--- src/rtl/paddle_input.sv ---
// Paddle input front end: synchronizes and debounces four raw push buttons,
// generates a periodic movement tick, and moves two paddle centres with
// hold-to-accelerate, bat-size dependent limits and a re-centre request.
module paddle_input #(
  parameter int DB_CYCLES   = 50000,
  parameter int TICK_DIV    = 65536,
  parameter int ACCEL_TICKS = 32,
  parameter int Y_CENTRE    = 240
) (
  input  logic        clk,
  input  logic        rst,
  input  logic        p1_up,
  input  logic        p1_dn,
  input  logic        p2_up,
  input  logic        p2_dn,
  input  logic        bat_size,
  input  logic        centre,
  output logic [10:0] p1_y,
  output logic [10:0] p2_y,
  output logic        tick
);

  typedef enum logic [1:0] {
    DIR_IDLE = 2'd0,
    DIR_UP   = 2'd1,
    DIR_DN   = 2'd2
  } dir_t;

  localparam logic [15:0] DB_LAST   = 16'(DB_CYCLES - 1);
  localparam logic [15:0] TICK_LAST = 16'(TICK_DIV - 1);
  localparam logic [7:0]  ACCEL_MAX = 8'(ACCEL_TICKS);
  localparam logic [10:0] Y_INIT    = 11'(Y_CENTRE);

  // Button vector order: {p2_dn, p2_up, p1_dn, p1_up}; player p owns bits 2p (up) and 2p+1 (down).
  logic [3:0]  btn;
  logic [3:0]  sync1;
  logic [3:0]  sync2;
  logic [3:0]  deb;
  logic [15:0] db_cnt [4];

  logic [15:0] tick_cnt;

  logic [10:0] y_q    [2];
  logic [7:0]  hold_q [2];
  dir_t        prev_q [2];

  logic [10:0] y_nxt    [2];
  logic [7:0]  hold_nxt [2];
  dir_t        prev_nxt [2];
  dir_t        dir      [2];
  logic [10:0] step     [2];

  logic [10:0] y_min;
  logic [10:0] y_max;

  assign btn  = {p2_dn, p2_up, p1_dn, p1_up};
  assign p1_y = y_q[0];
  assign p2_y = y_q[1];

  // Limits follow the paddle half-height so the paddle stays inside the field.
  assign y_min = bat_size ? 11'd50  : 11'd60;
  assign y_max = bat_size ? 11'd430 : 11'd420;

  // Two-flop synchronizers, then a per-button counter that toggles the
  // debounced level after DB_CYCLES consecutive disagreeing samples.
  always_ff @(posedge clk) begin
    if (rst) begin
      sync1 <= '0;
      sync2 <= '0;
      deb   <= '0;
      for (int i = 0; i < 4; i++) db_cnt[i] <= '0;
    end else begin
      sync1 <= btn;
      sync2 <= sync1;
      for (int i = 0; i < 4; i++) begin
        if (sync2[i] != deb[i]) begin
          if (db_cnt[i] == DB_LAST) begin
            deb[i]    <= ~deb[i];
            db_cnt[i] <= '0;
          end else begin
            db_cnt[i] <= db_cnt[i] + 16'd1;
          end
        end else begin
          db_cnt[i] <= '0;
        end
      end
    end
  end

  // Free-running tick divider; tick is the registered wrap strobe.
  always_ff @(posedge clk) begin
    if (rst) begin
      tick_cnt <= '0;
      tick     <= 1'b0;
    end else begin
      tick_cnt <= (tick_cnt == TICK_LAST) ? 16'd0 : tick_cnt + 16'd1;
      tick     <= (tick_cnt == TICK_LAST);
    end
  end

  // Per-player next position and hold state; priority centre > clamp > tick move.
  always_comb begin
    for (int p = 0; p < 2; p++) begin
      y_nxt[p]    = y_q[p];
      hold_nxt[p] = hold_q[p];
      prev_nxt[p] = prev_q[p];
      dir[p]      = DIR_IDLE;
      step[p]     = 11'd1;

      if (deb[2*p] && !deb[2*p+1])      dir[p] = DIR_UP;
      else if (!deb[2*p] && deb[2*p+1]) dir[p] = DIR_DN;

      // The step accelerates only while the same direction keeps being held.
      if (dir[p] == prev_q[p] && hold_q[p] == ACCEL_MAX) step[p] = 11'd2;

      if (centre) begin
        y_nxt[p]    = Y_INIT;
        hold_nxt[p] = '0;
        prev_nxt[p] = DIR_IDLE;
      end else begin
        if (y_q[p] < y_min) begin
          y_nxt[p] = y_min;
        end else if (y_q[p] > y_max) begin
          y_nxt[p] = y_max;
        end else if (tick) begin
          // y is within limits here, so comparing against limit+-step avoids any wrap.
          if (dir[p] == DIR_UP)
            y_nxt[p] = (y_q[p] >= y_min + step[p]) ? y_q[p] - step[p] : y_min;
          else if (dir[p] == DIR_DN)
            y_nxt[p] = (y_q[p] + step[p] <= y_max) ? y_q[p] + step[p] : y_max;
        end

        if (tick) begin
          if (dir[p] == DIR_IDLE)
            hold_nxt[p] = '0;
          else if (dir[p] == prev_q[p])
            hold_nxt[p] = (hold_q[p] >= ACCEL_MAX) ? hold_q[p] : hold_q[p] + 8'd1;
          else
            hold_nxt[p] = 8'd1;
          prev_nxt[p] = dir[p];
        end
      end
    end
  end

  // Paddle state registers.
  always_ff @(posedge clk) begin
    if (rst) begin
      for (int p = 0; p < 2; p++) begin
        y_q[p]    <= Y_INIT;
        hold_q[p] <= '0;
        prev_q[p] <= DIR_IDLE;
      end
    end else begin
      for (int p = 0; p < 2; p++) begin
        y_q[p]    <= y_nxt[p];
        hold_q[p] <= hold_nxt[p];
        prev_q[p] <= prev_nxt[p];
      end
    end
  end

endmodule

--- config.mk ---
export PLATFORM = sky130hd
export DESIGN_NAME = paddle_input
export DESIGN_NICKNAME = d
export VERILOG_FILES = /design/src/rtl/paddle_input.sv
export SDC_FILE = /design/constraint.sdc
export NUM_CORES = 1
export LEC_CHECK = 0
export CORE_ASPECT_RATIO = 0.7
export CORE_UTILIZATION = 45
export DETAILED_ROUTE_END_ITERATION = 8
export DONT_BUFFER_PORTS = 1
export GPL_TIMING_DRIVEN = 1
export MAX_ROUTING_LAYER = met4
export PLACE_DENSITY = 0.69
export REMOVE_ABC_BUFFERS = 1
export SKIP_CTS_REPAIR_TIMING = 1
export SLEW_MARGIN = 20
export SYNTH_ARGS = -nofsm -noshare
export SYNTH_HDL_FRONTEND = slang
export SYNTH_SLANG_ARGS = --single-unit
--- constraint.sdc ---
create_clock -name clk -period 6.6 [get_ports clk]
set_input_delay 0.66 -clock clk [delete_from_list [all_inputs] [get_ports clk]]
set_output_delay 0.66 -clock clk [all_outputs]
set_load 0.05 [all_outputs]
# == Yosys cells after proc, flatten, opt, wreduce, memory -nomap -nowiden ==
# Memory sizes are Yosys's and may differ from the RTL's.
# Index checks and enable logic that the tools add are counted.
# classes
n_shift,0
n_addsub,13
eq_ne,17
n_lt_le_gt_ge,10
muxes,103
bitwise,22
div,0
mul,0
n_reduce_logical,17
# ops
op,count
$mux W11,18
$mux W16,12
$mux W8,12
$add A16 B1 Y16 const B,5
$eq A16 B16 Y1 const B,5
$mux W1,47
$mux W2,12
$add A11 B11 Y11,2
$add A6 B11 Y11,2
$ge A11 B11 Y1,2
$gt A11 B9 Y1,2
$le A11 B9 Y1,2
$lt A11 B6 Y1,2
$sub A11 B11 Y11,2
$or A1 B1 Y1,18
$add A8 B1 Y8 const B,2
$eq A8 B6 Y1 const B,2
$ge A8 B6 Y1 const B,2
$mux W4,2
$reduce_and A2 Y1,4
$logic_and A1 B1 Y1,6
$eq A2 B1 Y1 const B,2
$eq A2 B2 Y1,2
$eq A2 B2 Y1 const B,2
other kinds (5),15
# word_totals
in_bits,8
romBits,0
output_inout_bits,23
latchBits,0
elab_cells,194
n_memories,4
reg_bits,29
ramBits,106
# mem_list
name,words,word_bits,read_ports,rd_ports_with_merged_regs,wr,line,rtl
db_cnt,4,16,4,0,4,39,logic [15:0] db_cnt [4];
y_q,2,11,2,0,2,43,logic [10:0] y_q [2];
hold_q,2,8,2,0,2,44,logic [7:0] hold_q [2];
prev_q,2,2,2,0,2,45,dir_t prev_q [2];

# == Longest topological paths before layout ==
# Gate-level depths: netlist of the first run.
# logic_depth
word_depth,17
ltp_mapped,18
ltp_nobuf,17

# == Least setup slack after synthesis of the first run ==
# Ideal clock, no wire load.
# synth_path
kind,register to register
from,register deb[2]
to,memory y_q[1][6] (netlist: y_q[0][17])
slack_ns,2.898
arrival_ns,3.580
period_less_slack_ns,3.702
path_buffers,1
stages_incl_launch_ff,18
cell_sequence,dfxtp_1 ha_1 clkbuf_1 xor2_1 nor2_1 nand2_1 inv_1 ha_1 nand2_1 inv_1 ha_1 nor2b_1 a221o_1 a31oi_2 nand2_1 a41oi_2 nor4_1 a311o_1
# synth_rtl
element,line,rtl
from (decl),38,logic [3:0] deb;
"from (signal, indexed assignment)",78,deb[i] <= ~deb[i];
to (decl),43,

==> results of run 1 <==
state kept, by name (all words and copies together), names as in the netlist:
register	count
tick	1
tick_cnt	16
db_cnt	64
sync1	4
deb	4
hold_q	16
y_q	22
sync2	4
prev_q	4
power breakdown:
group	internal, µW	switching [µW]
Clock	634	373
Combinational	47.0	67.4
Sequential	903	50.7
Total	1580	491
logic make-up (layout without fill, tap and decap cells):
| kind of cell | after synthesis | count (layout) | share of synthesized area (%) |
|---|---|---|---|
| adder cells (fa/ha/maj) | 51 | 51 | 8.032 |
| flip-flops | 135 | 135 | 40.19 |
| AND/OR/NAND/NOR | 408 | 408 | 23.93 |
| buffers and inverters | 81 | 82 | 3.926 |
| multiplexers | 10 | 10 | 1.218 |
| AO/OA/AOI/OAI | 143 | 143 | 12.08 |
| XOR/XNOR | 100 | 100 | 10.53 |
| other | 2 | 68 | 0.09029 |
worst paths after layout:
path	startpoint	end	slack (ns)
worst max register to register	deb[3]	y_q[0][17]	2.04
worst min register to register	sync1[0]	sync2[0]	0.44
worst min-delay path	rst	sync1[1]	0.32
worst max-delay path	deb[3]	y_q[0][17]	2.04
critical path, cell delays in order (launching register included):
cell,delay (ns)
dfxtp_1,0.36
inv_1,0.07
ha_1,0.59
xor2_1,0.32
nor2_1,0.09
nand2_1,0.27
inv_1,0.12
ha_1,0.20
nand2_1,0.10
inv_1,0.06
ha_1,0.28
nor2b_1,0.13
a221o_1,0.33
a31oi_2,0.52
nand2_1,0.24
a41oi_2,0.35
nor4_1,0.08
a311o_1,0.35
routing by layer:
metal  GRT usage, %  routed length, µm
met1          29.44               9210
met2          28.52               7040
met3          4.331               1083
met4          7.584                156
met5              -                  0
through the flow:
step	cell area [µm²]	std cells	utilization [%]	setup WS [ns]	power [µW]
floorplan	8412	961	-	2.806	1052
global placement	8737	1201	48.39	2.276	1081
detailed placement	8737	1201	48.39	2.131	1083
CTS	9365	1233	51.86	2.107	2094
global route	9365	1233	51.86	1.756	2156
finish	9365	1233	51.86	2.035	2076
layout by cell type (no fill, tap or decap), drive strengths merged, types with 20 or more instances in the layout:
cell type,n
dfxtp,71
nand2,62
nor3,20
nor2,161
and3,24
xnor2,55
inv,46
nand3,41
xor2,45
ha,47
edfxtp,64
o21ai,30
conb,68
a21oi,29
area by class of cell:
cell class / count / area [µm²] / share of cell area, %
inverter: 46 / 172.7 / 1.844
sequential: 135 / 3343 / 35.70
multi-input combinational: 780 / 4896 / 52.28
tap: 236 / 295.3 / 3.153
clock buffer: 17 / 425.4 / 4.542
timing repair buffer: 4 / 30.03 / 0.3206
clock inverter: 15 / 202.7 / 2.164
==> impl_metrics.yaml, run 1 <==
route:
  num_vias: 6477
  ant_nets: 0
  viasPerCell: 5.253
  wl_per_cell_um: 14.18
  totalWireLength_um: 17490
  route.detailed.drc: 0
  drt_pass1_iterations: 5
  first_iter_violations: 448
clock_network:
  cts_tree: "built"
  htree_levels: 4
  cts_sinks: 135
  clk_latency_ns: 0.42
  ctsRootBufferMaster: "clkbuf_16"
  cts.clk_slew.worst_paths_ns: 0.06
  cts_max_path_buffers: 2
  numCtsBuffers: 17
setup_path:
  cp-end-kind: "flop"
  required_ns: 6.90
  path_class: "flop to flop"
  reg2reg_depth: 17
  crit_arrival_ns: 4.87
  crit_fanout: 19
  critPathLaunchType: "flop"
timing:
  relSlewSlack_pct: 30.46
  hold_violations: 0
  worst-slew-pin-transition_ns: 1.042
  rsz0062_at_grt: "false"
  setup-violations-final: 0
  hold_ws_ns: 0.3153
  tns_ns: 0
  drv_slew: 0
  finClkSkew_ns: 0.007681
  period_share_pct: 69.17
  timing.fmax_mhz: 219.1
  finalCriticalPeriod_ns: 4.565
floorplan:
  rows: 41
  core_area_mm2: 0.01806
  die-area_mm2: 0.01904
  die-height_um: 115.8
  die_x_um: 164.5
  start_util_pct: 46.06
  io_pins: 31
synthesis:
  synthArstFlopShare_pct: 0
  yosysMostFrequentCell: "nor2_1"
  synth_area_leaders: "edfxtp_1 (23%), dfxtp_1 (17%), nor2_1 (7.3%), ha_1 (7.1%), xnor2_1 (5.8%)"
  synth-edff-count: 64
  yosysTopAreaCell: "edfxtp_1"
  syn_area_mm2: 0.008318
  synth_seq_cells: 135
  synthTopCellsByCount: "nor2_1 (161), dfxtp_1 (71), edfxtp_1 (64)"
  synthCells: 930
  dominantRegCellSynth: "dfxtp_1"
  yosysSeqAreaShare_pct: 40.19
  yosys_warnings: 0
  avgSynthCellArea_um2: 8.944
  ys_types: 80
  synth_top_area_share_pct: 23.10
power_and_ir_drop:
  p_leak_uw: 0.003495
  power_density_mw_per_mm2: 221.7
  worst_ir_drop_vdd_mv: 0.1726
layout:
  fillerInstances: 1670
  drive_gt1_share_pct: 5.115
  nNetsFinal: 1043
  antenna_cells: 0
  synthToLayoutAreaGrowth_pct: 12.59
global_routing:
  antenna_found_initial: 0
  grt_pass1_wl_um: 30100
  grtUsageTotal_pct: 20.66
  grt_overflow: 0
  grt_max_degree: 27
  grt_pass1_vias: 6074
placement:
  portBuffers: 0
  dp_hpwl_um: 12640
  place.gp.congestion: 0.9360
run_status:
  status: "complete, no violations"
worst_hold_path:
  worstHoldPathCells: 1
  holdCritPathClass: "input port to flop"
job:
  drv_cap: 0
No activity file was read; power rests on OpenSTA's default activity.
==> run 2: changes to the inputs <==
--- a/config.mk
+++ b/config.mk
@@ -11,7 +11,7 @@
 export DONT_BUFFER_PORTS = 1
 export GPL_TIMING_DRIVEN = 1
 export MAX_ROUTING_LAYER = met4
-export PLACE_DENSITY = 0.69
+export PLACE_DENSITY = 0.71
 export REMOVE_ABC_BUFFERS = 1
 export SKIP_CTS_REPAIR_TIMING = 1
 export SLEW_MARGIN = 20
==> constraint.sdc (replaced) <==
create_clock -name clk -period 4.1 [get_ports clk]
set_input_delay 0.41 -clock clk [delete_from_list [all_inputs] [get_ports clk]]
set_output_delay 0.41 -clock clk [all_outputs]
set_load 0.05 [all_outputs]
==> run 2 against run 1 <==
Wire length grew 2.7%; clock-buffer cell count rose by 1; clock power rose by 51%; non-clock buffer count grew 17; highest routed layer unchanged; design area rose by 1.0%; utilization rose by 0.52 points; register-to-register slack lost 1.8 ns.
==> impl_metrics.yaml, run 2 (synthesis results as in run 1) <==
run_status:
  status: "complete, no violations"
power_and_ir_drop:
  combPwrFrac_pct: 6.3
  switchingPower_uw: 806.1
  worst_ir_drop_vdd_mv: 0.2593
  p_sw_share_pct: 24.76
  power_density_mw_per_mm2: 344.2
  pwr-share-seq_pct: 46.8
  power.internal_uw: 2450
  p_clk_share_pct: 47.0
  p_leak_uw: 0.003558
route:
  num_vias: 6687
  wl_per_cell_um: 14.37
  viasPerCell: 5.350
  totalWireLength_um: 17960
  drt_pass1_iterations: 4
  route.detailed.drc: 0
  first_iter_violations: 523
  ant_nets: 0
layout:
  synthToLayoutAreaGrowth_pct: 13.72
  drive_gt1_share_pct: 6.903
  antenna_cells: 0
  largest_reg_flops: 64
  layoutNonFillerInstCount: 1250
  final_area_mm2: 0.009459
  nNetsFinal: 1060
  mostFrequentLayoutCells: "nor2_1 (160), dfxtp_1 (70), conb_1 (68), edfxtp_1 (64), nand2_1 (61)"
  top_register: "db_cnt"
  largestRegisters: "db_cnt: 64 flops, y_q: 22 flops"
  final_common_cell: "nor2_1"
global_routing:
  grt_pass1_wl_um: 30210
  grt_pass1_vias: 6125
  antenna_found_initial: 0
  grt_overflow: 0
  grt_max_degree: 27
  grtUsageTotal_pct: 20.63
timing:
  hold_violations: 0
  tns_ns: 0
  finalCriticalPeriod_ns: 3.852
  rsz0062_at_grt: "false"
  drv_slew: 0
  period_share_pct: 93.95
  setup-violations-final: 0
  worst-slew-pin-transition_ns: 1.029
  finClkSkew_ns: 0.01363
  relSlewSlack_pct: 31.32
  layout_setup_ws_ns: 0.2482
  timing.fmax_mhz: 259.6
setup_path:
  cpPeakStageDelay_ns: 0.40
  critPathLaunchType: "flop"
  path_class: "flop to flop"
  required_ns: 4.41
  critPathMostFrequentCell: "ha_1"
  slowest_stage: "dfxtp_1"
  cp-end-kind: "flop"
  cp_cell_sequence: "ha_1 -> xor2_1 -> nor2_2 -> nand2_2 -> buf_4 -> inv_1 -> ha_1 -> nand2_1 -> inv_1 -> ha_1 -> nor2b_1 -> a221o_1 -> a31oi_2 -> nand2_1 -> a41oi_2 -> nor4_1 -> a311o_1"
  crit_fanout: 5
  crit_arrival_ns: 4.16
job:
  drv_cap: 0
floorplan:
  die-area_mm2: 0.01904
  start_util_pct: 46.06
  io_pins: 31
  die_x_um: 164.5
  die-height_um: 115.8
  rows: 41
  core_area_mm2: 0.01806
clock_network:
  cts_max_path_buffers: 2
  cts.clk_slew.worst_paths_ns: 0.06
  cts_sinks: 135
  htree_levels: 4
  numCtsBuffers: 17
  clk_latency_ns: 0.41
  cts_tree: "built"
  ctsRootBufferMaster: "clkbuf_16"
placement:
  place.gp.congestion: 0.9416
  dp_hpwl_um: 12710
  place_area_mm2: 0.008857
  dp_cells: 1217
  pre_cts_slack_ns: 0.2328
  portBuffers: 0
worst_hold_path:
  holdCritPathClass: "input port to flop"
## run 2: changes by cell type in the layout (fill, tap and decap cells not counted), sizes merged
cell,before,now
clkbuf,17,18
clkinvlp,2,3
clkinv,9,8
bufinv,4,2
inv,46,47
buf,4,21
## run 2: cell type report
| class | instances | area [µm²] |
|---|---|---|
| tap | 236 | 295.3 |
| clock inverter | 14 | 148.9 |
| fill | 1642 | 8598 |
| inverter | 46 | 172.7 |
| sequential | 135 | 3344 |
| multi-input combinational | 780 | 4901 |
| clock buffer | 18 | 439.2 |
| timing repair buffer | 21 | 157.7 |
## run 2: through the flow
step	hold slack [ns]	utilization [%]	power, µW
finish	0.06090	52.38	3256
floorplan	0.4138	-	1693
detailed placement	0.4387	49.05	1749
global placement	0.4242	49.05	1746
global route	0.04140	52.38	3373
CTS	0.04729	52.31	3272
## run 2: metal layers
layer  up-vias  GRT usage (%)  part of all wire [%]
met3        14          5.369                   6.8
li1       3377              -                     -
met1      3101          29.17                    51
met4         0          4.832                  0.55
met2       195          29.23                    42
met5         -              -                     0
## run 2: final timing paths
kind	startpoint	to	slack, ns	depth (start not counted)
setup / recovery	deb[3]	y_q[0][17]	0.25	17
hold / removal	rst	sync1[1]	0.06	1
setup reg to reg	deb[3]	y_q[0][17]	0.25	17
hold reg to reg	sync1[0]	sync2[0]	0.43	1
## run 2: critical path: cells and delay by family (launching register included)
family	cells	cell delay (ns)
AO/OA/AOI/OAI	4	1.25
XOR/XNOR	1	0.29
adder cells (fa/ha/maj)	3	0.77
buffers and inverters	3	0.26
flip-flops	1	0.40
AND/OR/NAND/NOR	6	0.77
## run 2: power groups by stage
stage | clock, µW | combinational, µW | sequential [µW]
floorplan | 0 | 140 | 1550
detailed placement | 0 | 197 | 1550
global route | 1610 | 229 | 1530
finish | 1530 | 204 | 1520
global placement | 0 | 196 | 1550
CTS | 1550 | 199 | 1520
==> edit 1: new RTL, flow settings as in run 2 <==
The parameter `DB_CYCLES` goes from 50000 to 25000.
--- a/src/rtl/paddle_input.sv
+++ b/src/rtl/paddle_input.sv
@@ -3,5 +3,5 @@
 // hold-to-accelerate, bat-size dependent limits and a re-centre request.
 module paddle_input #(
-  parameter int DB_CYCLES   = 50000,
+  parameter int DB_CYCLES   = 25000,
   parameter int TICK_DIV    = 65536,
   parameter int ACCEL_TICKS = 32,
Check against the original RTL: no difference found for any inputs over 10 cycles, from zero or initial values and one cycle with rst high; that may be too few to reach the edited logic, so the function may still have changed.
==> edit 1 against run 2 <==
Total power down 2.6%. Worst setup slack worse by 0.038 ns. Global-route usage down 0.16 points. Clock skew down 0.0058 ns. First-iteration DRC count down 4.2%. Cell area down 0.53%. Synthesized area down 0.12%. Combinational power about the same. Wire length down 2.9%. Sequential cell count unchanged. Critical endpoint is now y_q[0][0]$_SDFFE_PP0P_. Largest cell class unchanged. Largest power group is now sequential cells.
==> edit 1: results (changes against run 2) <==
- The routed wire length is 17400 µm (-2.9%).
- The arrival time reported for the critical path endpoint was 4.24 ns (+0.08 ns).
- The post-placement worst setup slack is 0.172 ns (-0.0609 ns).
- The total length of routed met2 wires came to 6860 µm (-8.4%).
- The worst voltage drop across the vdd grid is 246 µV (-5.3%).
- The run finished with clean final reports.
- The design internal power is 2.40 mW (-2.1%).
- The placed instance area was 0.00882 mm² (-0.44%).
- The global-route wire length before repair is 30000 µm (-0.82%).
- The post-detailed-placement half-perimeter wirelength is 12600 µm (-0.50%).
- The tightest hold margin was 0.0549 ns (-0.00596 ns).
- The sequential share of the synthesized area is 40.2% (+0.048 points).
- The clock tree root driver cell is sky130_fd_sc_hd__clkbuf_16.
- The initial detailed-routing violation count is 501 (-4.2%).
- The weighted congestion reported at the end of routability-driven placement came to 0.945 (+0.40%).
- The worst reg-to-reg setup slack is 0.21 ns (-0.04 ns).
- The number of flops mapped to enable cells by yosys is 64 (unchanged).
- The routed length on met3 is 1290 µm (+5.3%).
- The combined global-route utilization of all metal layers was 20.5% (-0.16 points).
- The number of nets in the layout was 1052 (-0.75%).
- The number of buffers between clock root and the deepest sink was 2 (unchanged).
- The largest registers in the layout are db_cnt x64, y_q x22.
- The worst hold path terminates at tick_cnt[6]$_SDFF_PP0_.
- The post-detailed-route wirelength per cell is 14.0 µm (-2.4%).
- The detailed-routing wirelength on met1 came to 9200 µm (+0.58%).
- The start of the worst register-to-register path is deb[0]$_SDFFE_PP0P_.
- The post-synthesis cell type count came to 77 (-3.8%).
- The number of optimization iterations in the first detailed-route pass is 5 (+1).
- The largest driver fanout on the critical path is 7 (+2).
- The worst slew slack as a fraction of its limit is 30.4% (-0.90 points).
- The pin count of the biggest net entering global routing is 26 (-3.7%).
- The average vias per placed instance came to 5.31 (-0.73%).
- The mean area per synthesized cell came to 9.01 µm² (+0.75%).
- The path type of the worst setup path is flop to flop.
- The number of antenna violations at the first check in global routing came to 1 (+1).
- In the synthesized netlist, the cells that appear most often are sky130_fd_sc_hd__nor2_1, sky130_fd_sc_hd__dfxtp_1, sky130_fd_sc_hd__nand2_1.
- The maximum clock skew at final layout is 0.00782 ns (-0.00581 ns).
- The via count of the first global-routing pass is 6024 (-1.6%).
- The leakage power summed over all cells is 3.50 nW (-1.7%).
- The clock insertion delay at the later pin of the skew report is between 0.4 and 0.5 ns.
- In the post-synthesis netlist, the biggest area contributors are sky130_fd_sc_hd__edfxtp_1, sky130_fd_sc_hd__dfxtp_1, sky130_fd_sc_hd__ha_1.
- In this run the worst setup path terminates at y_q[0][0]$_SDFFE_PP0P_.
- The endpoint identified for the worst register-to-register timing path is y_q[0][0]$_SDFFE_PP0P_.
- The share of cells above drive strength 1 is 7.55% (+0.65 points).
## edit 1: changes by cell type after synthesis, moves of 5 or more
cell                              run 2  this run
sky130_fd_sc_hd__o211ai_1             2         8
sky130_fd_sc_hd__nor2_1             161       148
sky130_fd_sc_hd__xnor2_1             55        41
sky130_fd_sc_hd__clkbuf_1            25        14
sky130_fd_sc_hd__buf_2                6        11
sky130_fd_sc_hd__a21oi_1             28        38
sky130_fd_sc_hd__nand3_1             41        53
sky130_fd_sc_hd__nand4_1             11        17
sky130_fd_sc_hd__and3_1              24        17
sky130_fd_sc_hd__a31oi_1             16         8
sky130_fd_sc_hd__xor2_1              45        57
## edit 1: cells by family (layout without fill, tap and decap cells)
family / after synthesis / in the layout / share of synthesized area, %
other: 2 / 69 / 0.0904
DFF: 135 / 135 / 40.2
AOI/OAI and AO/OA: 145 / 145 / 12.2
and+or+nand+nor: 404 / 404 / 23.6
muxes: 13 / 13 / 1.57
xor gates and xnor gates: 98 / 98 / 10.3
adders and majority gates: 51 / 51 / 8.04
buffers and inverters: 74 / 92 / 3.87
## edit 1: power by group through the flow
stage | Sequential, mW | Clock, mW | Combinational (mW)
2_1_floorplan | 1.56 | 0 | 0.140
4_1_cts | 1.52 | 1.48 | 0.201
3_5_place_dp | 1.55 | 0 | 0.200
6_report | 1.52 | 1.44 | 0.204
5_1_grt | 1.53 | 1.53 | 0.232
3_3_place_gp | 1.55 | 0 | 0.196
## edit 1: layout make-up
cell class	count	area, µm²
antenna	1	2.50
fill	1642	8650
tap	236	295
clock buffer	21	460
clock inverter	11	95.1
timing repair buffer	21	158
multi-input combinational	779	4910
sequential	135	3340
inverter	39	146
## edit 1: per-layer routing
layer	up-vias	GRT usage (%)
met1	3032	29.9
li1	3363	-
met2	194	27.2
met3	12	6.51
met5	-	-
met4	0	3.79
==> edit 2: new RTL, config.mk and constraints of run 2 <==
Without the edit above. Put a register stage on the outputs `p1_y` and `p2_y`. The values now appear one clock later. The other outputs are not delayed to match.
--- a/src/rtl/paddle_input.sv
+++ b/src/rtl/paddle_input.sv
@@ -55,6 +55,8 @@
 
   assign btn  = {p2_dn, p2_up, p1_dn, p1_up};
-  assign p1_y = y_q[0];
-  assign p2_y = y_q[1];
+  always_ff @(posedge clk) begin
+    p1_y <= y_q[0];
+    p2_y <= y_q[1];
+  end
 
   // Limits follow the paddle half-height so the paddle stays inside the field.
Formal check against the unedited RTL: not equivalent (Yosys sat finds a counterexample within 4 cycles, from zero or initial values and one cycle with rst high).
==> edit 2 against run 2 <==
Sequential power up 16%. Die area up 7.2%. Worst setup slack worse by 0.064 ns. Wire length up 6.2%. Sequential cell count up 22. Critical endpoint is now y_q[0][11]$_SDFFE_PP0P_. Largest power group is now sequential cells. Cell area up 6.6%. Highest routed layer unchanged. Synthesized area up 7.3%. Total power up 6.9%. Synthesized cell count up 4.4%. Count of clock-buffer cells in the layout up 1.
==> edit 2: results (changes against run 2) <==
- The leakage power summed over all cells came to 3.83 nW (+7.8%).
- The count of buffer and inverter cells on the critical path is 1 (-2).
- The slowest stage of the critical path is the sky130_fd_sc_hd__or4_4 cell.
- The via count of the first global-routing pass was 6600 (+7.8%).
- The number of cells in the design after placement is 1280 (+5.2%).
- The run finished with clean final reports.
- The critical path ends at y_q[0][11]$_SDFFE_PP0P_.
- The post-placement worst setup slack came to -0.0670 ns (-0.300 ns).
- The mux contribution to synthesized area is 1.94% (+0.72 points).
- The global-route wire length before repair is 32300 µm (+6.8%).
- The detailed-routing wirelength on met1 is 9770 µm (+6.8%).
- In the post-synthesis netlist, the biggest area contributors are sky130_fd_sc_hd__edfxtp_1, sky130_fd_sc_hd__dfxtp_1, sky130_fd_sc_hd__nor2_1.
- The arrival time reported for the critical path endpoint came to 4.26 ns (+0.10 ns).
- The xor and xnor fraction of the mapped netlist area was 10.1% (-0.42 points).
- The share of cells above drive strength 1 is 7.54% (+0.63 points).
- The synthesized-area fraction occupied by ao, oa, aoi and oai cells came to 11.0% (-1.1 points).
- The total number of vias came to 6968 (+4.2%).
- The routed wire length is 19100 µm (+6.2%).
- The combined global-route utilization of all metal layers is 20.3% (-0.33 points).
- The average vias per placed instance is 5.31 (-0.72%).
- The weighted congestion reported at the end of routability-driven placement is 0.958 (+1.8%).
- The routed length on met3 is 1390 µm (+13%).
- Ranked by instance count, the synthesized netlist is headed by sky130_fd_sc_hd__nor2_1, sky130_fd_sc_hd__dfxtp_1, sky130_fd_sc_hd__edfxtp_1, sky130_fd_sc_hd__nand2_1, sky130_fd_sc_hd__xnor2_1.
- The startpoint identified for the worst register-to-register timing path is deb[2]$_SDFFE_PP0P_.
- The maximum clock skew at final layout was 0.00685 ns (-0.00678 ns).
- The upper clock frequency limit is 255 MHz (-1.6%).
- The worst slew slack as a fraction of its limit is 50.8% (+20 points).
## edit 2: cell count changes after synthesis, sizes merged, moves of 4 or more
cell,run 2,this run
a21boi,4,0
mux2i,9,15
o21ai,30,24
nand4,11,20
nor4b,2,7
a211oi,6,2
nor3,20,25
o311ai,0,6
nand3,41,47
dfxtp,71,93
## edit 2: area by class of cell
cell class | instances | area [µm²]
clock inverters | 13 | 100
fillers | 1779 | 9100
well taps | 264 | 330
flip-flops and latches | 157 | 3790
multi-input cells | 795 | 5100
clock buffers | 19 | 464
inverters | 48 | 180
repair buffers | 16 | 120
## edit 2: report_power, final
group          total [mW]  switching [mW]  internal [mW]  leakage (nW)
registers            1.77          0.0946           1.68          1.42
clock network        1.51           0.672          0.837         0.277
logic               0.201           0.118         0.0829          2.14
## edit 2: routing by layer
layer	vias to the layer above	track usage (%)
met5	-	-
met4	0	5.46
met3	13	4.82
met2	211	27.8
met1	3226	29.6
li1	3518	-
